[src/rtl/fifo_rd_pkg.sv]
// fifo_rd_pkg: shared types and constants for the FIFO read-side stream stage.
// Skid depth, pointer/occupancy types and pointer wrap helper.
package fifo_rd_pkg;

  localparam int SKID_DEPTH     = 3;
  localparam int FIFO_WIDTH_DEF = 16;

  typedef logic [1:0] occ_t;
  typedef logic [1:0] ptr_t;

  function automatic ptr_t ptr_inc(input ptr_t p);
    return (p == ptr_t'(SKID_DEPTH - 1)) ? '0 : p + ptr_t'(1);
  endfunction

endpackage

[src/rtl/fifo_rd_skid.sv]
// fifo_rd_skid: 3-entry circular skid buffer.
// Absorbs the FIFO read latency; head word is driven straight from storage.
module fifo_rd_skid
  import fifo_rd_pkg::*;
#(
  parameter int W = FIFO_WIDTH_DEF
) (
  input  logic         clk,
  input  logic         rst_n,
  input  logic         push,
  input  logic [W-1:0] push_data,
  input  logic         pop,
  output occ_t         occ,
  output logic [W-1:0] head
);

  logic [W-1:0] mem [SKID_DEPTH];
  ptr_t         wr_ptr;
  ptr_t         rd_ptr;

  always_ff @(posedge clk or negedge rst_n) begin
    if (!rst_n) begin
      wr_ptr <= '0;
      rd_ptr <= '0;
      occ    <= '0;
      for (int i = 0; i < SKID_DEPTH; i++) mem[i] <= '0;
    end else begin
      if (push) begin
        mem[wr_ptr] <= push_data;
        wr_ptr      <= ptr_inc(wr_ptr);
      end
      if (pop) rd_ptr <= ptr_inc(rd_ptr);
      occ <= occ + occ_t'(push) - occ_t'(pop);
    end
  end

  assign head = mem[rd_ptr];

endmodule

[src/rtl/fifo_rd_stream.sv]
// fifo_rd_stream: FIFO read side re-presented as a valid/ready stream.
// Issue logic, in-flight tracking, statistics and sticky underflow error.
module fifo_rd_stream
  import fifo_rd_pkg::*;
#(
  parameter int FIFO_WIDTH = FIFO_WIDTH_DEF,
  parameter int CNT_WIDTH  = 16
) (
  input  logic                  clk,
  input  logic                  rst_n,
  input  logic                  en,
  input  logic                  clr_stats,
  input  logic                  fifo_empty,
  input  logic                  fifo_underflow,
  input  logic [FIFO_WIDTH-1:0] fifo_data_out,
  output logic                  fifo_rd_en,
  output logic [FIFO_WIDTH-1:0] m_data,
  output logic                  m_valid,
  input  logic                  m_ready,
  output logic [CNT_WIDTH-1:0]  rd_count,
  output logic [CNT_WIDTH-1:0]  stall_count,
  output logic                  err_underflow
);

  occ_t       occ;
  logic       inflight;
  logic       pop;
  logic [2:0] pending;

  // Credit check uses only registered state, so m_ready never reaches rd_en.
  assign pending    = {1'b0, occ} + {2'b00, inflight};
  assign fifo_rd_en = rst_n & en & ~fifo_empty
                    & (pending < 3'(SKID_DEPTH));

  assign m_valid = (occ != '0);
  assign pop     = m_valid & m_ready;

  fifo_rd_skid #(
    .W(FIFO_WIDTH)
  ) u_skid (
    .clk      (clk),
    .rst_n    (rst_n),
    .push     (inflight),
    .push_data(fifo_data_out),
    .pop      (pop),
    .occ      (occ),
    .head     (m_data)
  );

  always_ff @(posedge clk or negedge rst_n) begin
    if (!rst_n) inflight <= 1'b0;
    else        inflight <= fifo_rd_en;
  end

  always_ff @(posedge clk or negedge rst_n) begin
    if (!rst_n) begin
      rd_count      <= '0;
      stall_count   <= '0;
      err_underflow <= 1'b0;
    end else if (clr_stats) begin
      rd_count      <= '0;
      stall_count   <= '0;
      err_underflow <= 1'b0;
    end else begin
      if (fifo_rd_en)
        rd_count <= rd_count + CNT_WIDTH'(1);
      if (m_valid & ~m_ready & ~&stall_count)
        stall_count <= stall_count + CNT_WIDTH'(1);
      if (fifo_underflow)
        err_underflow <= 1'b1;
    end
  end

endmodule

[config.mk]
export PLATFORM = sky130hd
export DESIGN_NAME = fifo_rd_stream
export DESIGN_NICKNAME = d
export VERILOG_FILES = /design/src/rtl/fifo_rd_pkg.sv /design/src/rtl/fifo_rd_skid.sv /design/src/rtl/fifo_rd_stream.sv
export SDC_FILE = /design/constraint.sdc
export NUM_CORES = 1
export LEC_CHECK = 0
export CORE_MARGIN = 5
export CORE_UTILIZATION = 45
export CTS_CLUSTER_DIAMETER = 80
export DETAILED_ROUTE_END_ITERATION = 16
export PLACE_DENSITY_LB_ADDON = 0.25
export SLEW_MARGIN = 10
export SYNTH_ARGS = -nofsm -noshare
export SYNTH_HDL_FRONTEND = slang
export SYNTH_HIERARCHICAL = 1
export SYNTH_SLANG_ARGS = --single-unit
export TNS_END_PERCENT = 30
[constraint.sdc]
create_clock -name clk -period 3.45 [get_ports clk]
set_input_delay 0.69 -clock clk [delete_from_list [all_inputs] [get_ports clk]]
set_output_delay 0.69 -clock clk [all_outputs]
set_load 0.02 [all_outputs]
# Yosys cells after proc, flatten, opt, wreduce, memory -nomap -nowiden
# Cells that the tools add are included.
# W data, S select, Z words.
[totals] regBits=88 inputBits=23 out_inout_bits=51 word_cells=54
[classes] add_sub_neg=7 order_cmp=4 eq_ne=2 mux=14 bitwise=10 n_reduce_logical=7
[ops] operator="$mux W16" count=7
[ops] operator="$bwmux W48" count=1
[ops] operator="$add A16 B1 Y16 const B" count=2
[ops] operator="$bmux W16 S2" count=1
[ops] operator="$demux W16 S2" count=1
[ops] operator="$reduce_and A16 Y1" count=1
[ops] operator="$reduce_bool A2 Y1" count=4
[ops] operator="$and A1 B1 Y1" count=6
[ops] operator="$ge A3 B3 Y1 const B" count=2
[ops] operator="$not A2 Y3" count=2
[ops] operator="$add A2 B1 Y2 const B" count=2
[ops] operator="$eq A2 B2 Y1 const B" count=2
[ops] operator="$mux W2" count=2
[ops] operator="$add A2 B1 Y3" count=1
[ops] operator="$lt A3 B1 Y1 const B" count=1
[ops] operator="$lt A3 B2 Y1 const B" count=1
[ops] operator="$add A2 B1 Y2" count=1
[ops] operator="$mux W1" count=2
[ops] operator="$not A1 Y1" count=2
[ops] operator="$sub A2 B1 Y2" count=1
[ops] operator="$logic_and A1 B1 Y1" count=1
[ops] operator="$logic_not A1 Y1" count=1

# Longest topological paths before layout
# Gate-level depths: netlist of run 1.
[logic_depth] depth_word=6 ltp_mapped=7 depth_no_buf=7

# Hierarchy
# Netlist of run 1, hierarchy kept.
[by_module_without_submodules] module="fifo_rd_skid" instances=1 cells_per_inst=159 area_per_inst_um2=2391.0 seq_area_each_um2=1351.3
[by_module_without_submodules] module="fifo_rd_stream" instances=1 cells_per_inst=201 area_per_inst_um2=1876.8 seq_area_each_um2=850.8

# Least setup slack after synthesis of run 1
# Ideal clock, no wire load.
[synth_timing] path_kind="register to output" from="reg inflight" to="out fifo_rd_en" arrival_time_ps=1463 t_required_ps=2760 slack_ps=1297 stages_incl_launch_ff=7 path_buffers=1 cell_sequence="dfrtp_1 ha_1 ha_1 nor4bb_1 buf_2 nand2_1 inv_1"
[synth_via] elab_chain_len=3
[synth_rtl] item="start, declared" line_no="fifo_rd_stream.sv:26" rtl="logic inflight;"
[synth_rtl] item="start signal, assigned" line_no="fifo_rd_stream.sv:52" rtl="else inflight <= fifo_rd_en;"
[synth_rtl] item="$add A2 B1 Y3" line_no="fifo_rd_stream.sv:31" rtl="assign pending = {1'b0, occ} + {2'b00, inflight};"
[synth_rtl] item="$lt A3 B2 Y1" line_no="fifo_rd_stream.sv:33" rtl="& (pending < 3'(SKID_DEPTH));"
[synth_rtl] item="$and A1 B1 Y1" line_no="fifo_rd_stream.sv:33"
[synth_rtl] item="end, declared" line_no="fifo_rd_stream.sv:16" rtl="output logic fifo_rd_en,"
# Every way passes these cells.

# Worst setup path in the final report of run 1
# Same ends and word-level chain as after synthesis.

==> results.json, run 1 <==
{
  "status": "complete, no violations",
  "hold_path.class": "in -> async",
  "synth_top_family_by_area": "multiplexers",
  "avgSynthCellArea_um2": 11.86,
  "antenna_left": 0,
  "cp_max_fo": 6,
  "rsz0062_at_grt": "no",
  "yosysTopAreaCell": "dfrtp_1",
  "cts_resized": 0,
  "relSlewSlack_pct": 34.99,
  "fin_crit_ps": 3135,
  "dp_worst_setup_slack_ps": 383.5,
  "hpwl_um": 6195,
  "pin_count": 74,
  "yosys.area.top_type_share_pct": 51.60,
  "synth-edff-count": 0,
  "power_density_nw_per_um2": 697.2,
  "endpoint_kind": "output pin",
  "worstPathCellList": "ha_1 > ha_1 > nor4bb_1 > nand2_1 > inv_1 > clkdlybuf4s50_1",
  "postCtsHoldBufs": 0,
  "antenna_found_initial": 0,
  "finalSetupViolations": 0,
  "grtUsageTotal_pct": 16.42,
  "ir_worst_vdd_mv": 0.2901,
  "clock-sinks": 88,
  "met1_usage_pct": 22.62,
  "syn_to_final_growth_pct": 24.57,
  "cts.root.buffer_cell": "clkbuf_8",
  "h-tree-depth": 3,
  "grt_max_degree": 62,
  "drt-wirelength-per-cell_um": 15.68,
  "grt_pass1_wl_um": 15190,
  "max_freq_ghz": 0.3190,
  "crit_path_frequent_cell": "ha_1",
  "worst_pin_slew_ps": 966.2,
  "vias_per_cell": 5.363,
  "synth_cells": 360,
  "ys_ff_latch": 88,
  "grt_pass1_vias": 3037,
  "path_buf_inv": 2,
  "drc_errors": 0,
  "netlist_top_cells_count": "dfrtp_1 (88), mux2_2 (56), a21oi_1 (22), nor2_1 (18), mux2i_1 (17)",
  "yosysMostFrequentCell": "dfrtp_1",
  "yosys.area_share.simple_pct": 14.04,
  "arrival_ps": 2440,
  "synth_ff_type": "dfrtp_1",
  "wl_um": 8955,
  "synth_fa_ha_area_share_pct": 1.759,
  "synth.top_cells.by_area": "dfrtp_1 (52%), mux2_2 (15%), mux2i_1 (4.0%)",
  "core_um2": 9240,
  "start_kind": "flip-flop",
  "n_fill_cell": 806,
  "synth_xor_area_share_pct": 1.847,
  "drt-initial-drc-count": 73,
  "start_util_pct": 46.19,
  "drtPass1Iterations": 4,
  "clock_skew_ps": 4.681,
  "critical_path.slowest_cell": "clkdlybuf4s50_1",
  "cts-buffers-inserted": 9,
  "slew_violations": 0,
  "grt_use_met3_pct": 3.539,
  "portBuffers": 73,
  "critPathMaxStageDelay_ps": 600,
  "die_area_um2": 11530,
  "hold_viol": 0,
  "synth_mux_area_share_pct": 18.76,
  "setup_slack_ps": 315.4,
  "num_antenna_cells": 0,
  "globalRouteOverflowTotal": 0,
  "fp.dieH_um": 107.4,
  "via_count": 3062,
  "path_class": "reg -> out",
  "fp.dieW_um": 107.4,
  "ys_types": 41,
  "cts_tree": "built",
  "top_usage_layer": "met2",
  "yosys_warnings": 6,
  "syn_nets": 389,
  "leakage_nw": 2.165,
  "final_layout_size_suffix_gt1_share_pct": 20.81,
  "nets": 466,
  "yosysSeqAreaShare_pct": 51.60,
  "cp_top_family": "buffers and inverters",
  "clock_path_buffers": 2,
  "fin_crit_sh_pct": 90.86,
  "synth_area_um2": 4268,
  "cts_setup_buffers": 0,
  "clock_latency_ps": 350,
  "gp_congestion": 0.7924,
  "async_reset_ff_share_pct": 100.0,
  "met2_usage_pct": 25.74,
  "maxCapViolCount": 0,
  "synth_compound_area_share_pct": 9.206,
  "worstPathRequired_ps": 2760,
  "path_clk_slew_ps": 90,
  "num_rows": 35,
  "fin_tns_setup_ps": 0
}
## cells by family after synthesis
| logic type | Yosys count |
|---|---|
| fa+ha+maj | 6 |
| xor+xnor | 9 |
| buf+inv | 24 |
| simple gates | 100 |
| compound gates | 60 |
| flops | 88 |
| mux | 73 |
## registers in the layout, summed over array words and instances, names as in the netlist
register       cells
u_skid/occ         2
u_skid/rd_ptr      2
inflight           1
rd_count          16
stall_count       16
err_underflow      1
u_skid/mem        48
u_skid/wr_ptr      2
## per-layer routing
metal  wire [µm]  up-vias
li1            -     1484
met1        4236     1499
met2        4177       68
met3         409       11
met4         131        0
met5           0        -
## where the power goes
group / total [W] / internal, W / switching, W / leakage (nW)
Clock: 0.000651 / 0.000284 / 0.000367 / 0.0891
Sequential: 0.00157 / 0.00136 / 0.000211 / 1.11
Combinational: 0.00148 / 0.000800 / 0.000684 / 0.964
Total: 0.00371 / 0.00244 / 0.00126 / 2.16
## final timing paths
path                       slack [ps]           from  depth (start not counted)              to
hold / removal                    340          rst_n                          2  u_skid/mem[22]
min in group clk                  500  err_underflow                          2   err_underflow
setup / recovery                  320       inflight                          6      fifo_rd_en
max in group asynchronous        2030          rst_n                          3   u_skid/mem[3]
hold reg to reg                   500  err_underflow                          2   err_underflow
setup reg to reg                 1010       inflight                          7    rd_count[15]
## final cells by class
| cell class | instances | area (µm²) | share of cell area, % |
|---|---|---|---|
| repair buffers | 82 | 795.8 | 14.97 |
| clock buffers | 10 | 137.6 | 2.589 |
| inverters | 8 | 30.03 | 0.5648 |
| clock inverters | 6 | 42.54 | 0.8002 |
| flip-flops and latches | 88 | 2202 | 41.42 |
| well taps | 129 | 161.4 | 3.036 |
| multi-input cells | 248 | 1947 | 36.62 |
## per-stage QoR
stage          utilization (%)  area [µm²]  hold WS, ps  power (W)  cells
2_1_floorplan                -        4268        394.4   0.002491    360
3_3_place_gp             55.59        5136        476.6   0.003051    555
3_5_place_dp             55.59        5136        492.6   0.003103    555
4_1_cts                  57.54        5316        342.4   0.003764    571
5_1_grt                  57.54        5316        352.0   0.003943    571
6_report                 57.54        5316        341.6   0.003706    571
## cell usage in the layout, fill, tap and decap left out, drive strengths merged, types with 4 or more instances in the layout
master / count
a21oi: 22
ha: 6
o31ai: 7
dfrtp: 88
o2bb2ai: 16
mux2: 56
nor2b: 7
inv: 10
nor2: 18
clkbuf: 10
nand2: 11
nand4: 12
nand3: 11
mux2i: 17
and3: 4
or3: 9
or4: 6
clkdlybuf4s50: 72
o21ai: 11
buf: 10
xor2: 6
## worst register-to-register path, stage by stage (launching register included)
cell and delay (ps):
dfrtp_1 460, ha_1 210, ha_1 180, nor4bb_1 370, buf_4 220, nand4_1 280
or4_1 500, a21oi_1 150
(Power assumes the default switching activity.)
==> run 2: changes to the inputs <==
- CELL_PAD_IN_SITES_DETAIL_PLACEMENT: unset -> 0
- CELL_PAD_IN_SITES_GLOBAL_PLACEMENT: unset -> 1
- SLEW_MARGIN: 10 -> unset
==> run 2 against run 1 <==
  * Critical path depth unchanged
  * Sequential power about the same
  * Clock skew up 12 ps
  * Critical path type unchanged
  * Critical endpoint unchanged
  * Highest routed layer unchanged
==> results.json, run 2 (same netlist as run 1, synthesis figures left out) <==
{
  "status": "complete, no violations",
  "crit_path_frequent_cell": "ha_1",
  "clock_path_buffers": 2,
  "core_um2": 9240,
  "cts-buffers-inserted": 9,
  "cts.root.buffer_cell": "clkbuf_8",
  "fp.dieH_um": 107.4,
  "wl_um": 9144,
  "largestRegisters": "u_skid/mem (48), rd_count (16), stall_count (16)",
  "fin_crit_sh_pct": 92.49,
  "num_rows": 35,
  "path_clk_slew_ps": 100,
  "rsz0062_at_grt": "no",
  "drtPass1Iterations": 4,
  "drc_errors": 0,
  "endpoint_kind": "output pin",
  "hold_ws_ps": 392.8,
  "fin_crit_ps": 3191,
  "relSlewSlack_pct": 34.88,
  "finalSetupViolations": 0,
  "max_freq_ghz": 0.3134,
  "largest_reg_flops": 48,
  "clock-sinks": 88,
  "routed.top_layer": "met4",
  "start_kind": "flip-flop",
  "postCtsHoldBufs": 0,
  "syn_to_final_growth_pct": 24.74,
  "cts_tree": "built",
  "worstPathCellList": "ha_1 > ha_1 > nor4bb_1 > nand2_1 > inv_1 > clkdlybuf4s50_1",
  "ff2ff_path_depth": 7,
  "grtUsageTotal_pct": 16.43,
  "drt-initial-drc-count": 70,
  "portBuffers": 73,
  "maxCapViolCount": 0,
  "cts_resized": 0,
  "via_count": 3092,
  "critPathMaxStageDelay_ps": 620,
  "hold_path.class": "in -> async",
  "leakage_nw": 2.165,
  "drt-wirelength-per-cell_um": 16.01,
  "cts_setup_buffers": 0,
  "grt_max_degree": 50,
  "grt_pass1_wl_um": 15150,
  "worstPathRequired_ps": 2760,
  "layout_common_cells": "dfrtp_1 (88), clkdlybuf4s50_1 (72), mux2_2 (56)",
  "gp_congestion": 0.7686,
  "cp_max_fo": 6,
  "worst_pin_slew_ps": 967.9,
  "setup_slack_ps": 259.2,
  "h-tree-depth": 3,
  "antenna_found_initial": 0,
  "die_area_um2": 11530,
  "hpwl_um": 6344,
  "n_fill_cell": 804,
  "clock_skew_ps": 16.45,
  "r2r_end": "rd_count[15]",
  "clock_latency_ps": 350,
  "slew_violations": 0,
  "start_util_pct": 46.19,
  "globalRouteOverflowTotal": 0,
  "pin_count": 74,
  "met2WireLength_um": 4378,
  "met3_length_um": 393,
  "regMostFlops": "u_skid/mem",
  "wl_met1_um": 4264,
  "vias_per_cell": 5.415,
  "ir_worst_vdd_mv": 0.2727,
  "nets": 466,
  "hold_viol": 0,
  "final_layout_size_suffix_gt1_share_pct": 20.81,
  "post-route-util_pct": 57.62,
  "r2r_slack_ps": 940,
  "critical_path.slowest_cell": "clkdlybuf4s50_1",
  "grt_pass1_vias": 3102,
  "arrival_ps": 2500,
  "antenna_left": 0,
  "dp_worst_setup_slack_ps": 381.8,
  "final_common_cell": "dfrtp_1",
  "fp.dieW_um": 107.4,
  "power_density_nw_per_um2": 699.3,
  "totalPowerFinal_w": 0.003723,
  "reg2reg_from": "inflight",
  "path_class": "reg -> out",
  "fin_tns_setup_ps": 0,
  "num_antenna_cells": 0
}
## run 2: cell count changes in the layout (fill, tap and decap cells not counted)
cell | before | now
clkinv_2 | 2 | 0
clkinv_4 | 0 | 2
## run 2: critical path: cells and delay by family (launching register included)
family,cells,cell delay [ps]
adder cells (fa/ha/maj),2,390
AND/OR/NAND/NOR,2,570
flip-flops,1,470
buffers and inverters,2,720
## run 2: how the worst max path moves through the flow
stage                     startpoint  slack [ps]          to  cells after the start
after detailed placement          en         380  fifo_rd_en                      5
final                       inflight         260  fifo_rd_en                      6
after floorplan             inflight        1300  fifo_rd_en                      6
after global routing        inflight         130  fifo_rd_en                      6
after global placement            en         420  fifo_rd_en                      5
after CTS                   inflight         270  fifo_rd_en                      6
## run 2: report_power, final
group	internal (W)	total, W	switching, W
registers	0.00136	0.00157	0.000213
logic	0.000800	0.00148	0.000679
clock network	0.000289	0.000672	0.000382
## run 2: area by class of cell
cell class	instances	area (µm²)	share of cell area, %
flip-flops and latches	88	2202	41.36
multi-input cells	248	1947	36.57
repair buffers	82	795.8	14.95
well taps	129	161.4	3.032
clock buffers	10	137.6	2.585
clock inverters	6	50.05	0.9401
inverters	8	30.03	0.5640
## run 2: layer usage
metal	vias up	GRT usage, %
li1	1488	-
met1	1533	21.49
met4	0	5.500
met5	-	0
met2	62	27.26
met3	9	3.419
## run 2: per-stage QoR
step / instance area (µm²) / instances
6_report: 5324 / 571
2_1_floorplan: 4268 / 360
5_1_grt: 5324 / 571
3_5_place_dp: 5136 / 555
4_1_cts: 5324 / 571
3_3_place_gp: 5136 / 555
==> run 3: changes to the inputs <==
- CAP_MARGIN: unset -> 25
- MAX_ROUTING_LAYER: unset -> met4
- SKIP_CTS_REPAIR_TIMING: unset -> 1
==> run 3 against run 2 <==
  * Worst setup slack got worse by 10 ps
  * Clock power barely moved
  * Design area did not move
  * First-iteration DRC count rose by 1.4%
  * Critical endpoint unchanged
  * Combinational power barely moved
  * Sequential power barely moved
  * Fmax fell by 0.33%
==> results.json, run 3 (same netlist as run 1, synthesis figures left out) <==
{
  "fin_crit_ps": 3201,
  "hold_path.class": "in -> async",
  "fp.dieH_um": 107.4,
  "internal_power_w": 0.002449,
  "cts_tree": "built",
  "switching_share_pct": 34.19,
  "start_util_pct": 46.19,
  "cts-buffers-inserted": 9,
  "clock_skew_ps": 16.48,
  "syn_to_final_growth_pct": 24.74,
  "pin_count": 74,
  "maxCapViolCount": 0,
  "worstPathRequired_ps": 2760,
  "via_count": 3102,
  "dp_worst_setup_slack_ps": 381.8,
  "power_density_nw_per_um2": 698.8,
  "combPwrFrac_pct": 39.7,
  "arrival_ps": 2510,
  "die_area_um2": 11530,
  "relSlewSlack_pct": 35.61,
  "num_antenna_cells": 0,
  "layout_common_cells": "dfrtp_1 (88), clkdlybuf4s50_1 (72), mux2_2 (56)",
  "totalPowerFinal_w": 0.003721,
  "fin_crit_sh_pct": 92.79,
  "antenna_found_initial": 0,
  "cts.root.buffer_cell": "clkbuf_8",
  "hold_viol": 0,
  "clockPowerShare_pct": 18.0,
  "hold_ws_ps": 394.7,
  "switching_power_w": 0.001272,
  "clock_path_buffers": 2,
  "ir_worst_vdd_mv": 0.2722,
  "grt_max_degree": 50,
  "cp_max_fo": 6,
  "seqPwrFrac_pct": 42.3,
  "leakage_nw": 2.165,
  "fin_tns_setup_ps": 0,
  "status": "complete, no violations",
  "nets": 466,
  "drt-initial-drc-count": 71,
  "rsz0062_at_grt": "no",
  "antenna_left": 0,
  "grt_pass1_wl_um": 15100,
  "drc_errors": 0,
  "worst_pin_slew_ps": 957.0,
  "drt-wirelength-per-cell_um": 16.01,
  "wl_um": 9139,
  "final_common_cell": "dfrtp_1",
  "largest_reg_flops": 48,
  "max_freq_ghz": 0.3124,
  "grt_pass1_vias": 3118,
  "portBuffers": 73,
  "start_kind": "flip-flop",
  "largestRegisters": "u_skid/mem (48), rd_count (16), stall_count (16)",
  "globalRouteOverflowTotal": 0,
  "drtPass1Iterations": 5,
  "gp_congestion": 0.7789,
  "clock_latency_ps": 350,
  "h-tree-depth": 3,
  "path_clk_slew_ps": 100,
  "num_rows": 35,
  "grtUsageTotal_pct": 16.82,
  "clock-sinks": 88,
  "path_class": "reg -> out",
  "core_um2": 9240,
  "fp.dieW_um": 107.4,
  "hpwl_um": 6344,
  "final_layout_size_suffix_gt1_share_pct": 20.81,
  "finalSetupViolations": 0,
  "slew_violations": 0,
  "setup_slack_ps": 248.8,
  "endpoint_kind": "output pin",
  "regMostFlops": "u_skid/mem",
  "vias_per_cell": 5.433
}
run 3: cell counts in the layout (fill, tap and decap cells not counted):
No cell type changed its count.
run 3: worst paths after layout:
| check | endpoint | cells after the start | from | slack [ps] |
|---|---|---|---|---|
| worst max register to register | rd_count[15] | 7 | inflight | 930 |
| min in group clk | err_underflow | 2 | err_underflow | 500 |
| worst min register to register | err_underflow | 2 | err_underflow | 500 |
| worst min-delay path | u_skid/mem[15] | 2 | rst_n | 390 |
| worst max-delay path | fifo_rd_en | 6 | inflight | 250 |
| max in group asynchronous | stall_count[10] | 3 | rst_n | 2020 |
run 3: cell type report:
cell class / count / area [µm²]
fill: 804 / 3916
tap: 129 / 161.4
sequential: 88 / 2202
timing repair buffer: 82 / 795.8
clock inverter: 6 / 50.05
inverter: 8 / 30.03
multi-input combinational: 248 / 1947
clock buffer: 10 / 137.6
run 3: power groups by stage:
stage	combinational [W]	sequential, W	clock (W)
global route	0.00159	0.00162	0.000737
global placement	0.00147	0.00158	0
detailed placement	0.00150	0.00160	0
CTS	0.00150	0.00157	0.000697
finish	0.00148	0.00157	0.000669
floorplan	0.000967	0.00152	0
run 3: critical path, cell delays in order (launching register included):
cell,delay [ps]
dfrtp_1,470
ha_1,220
ha_1,180
nor4bb_1,410
nand2_1,170
inv_1,100
clkdlybuf4s50_1,620
run 3: per-layer routing:
layer	track usage [%]	wire length [µm]	vias up
li1	-	-	1484
met1	21.33	4238	1550
met2	27.39	4427	59
met3	3.179	364	9
met4	5.500	108	0
met5	-	0	-
run 3: through the flow:
step / instance area, µm² / util [%] / std cells
2_1_floorplan: 4268 / - / 360
3_3_place_gp: 5136 / 55.59 / 555
3_5_place_dp: 5136 / 55.59 / 555
4_1_cts: 5324 / 57.62 / 571
5_1_grt: 5324 / 57.62 / 571
6_report: 5324 / 57.62 / 571
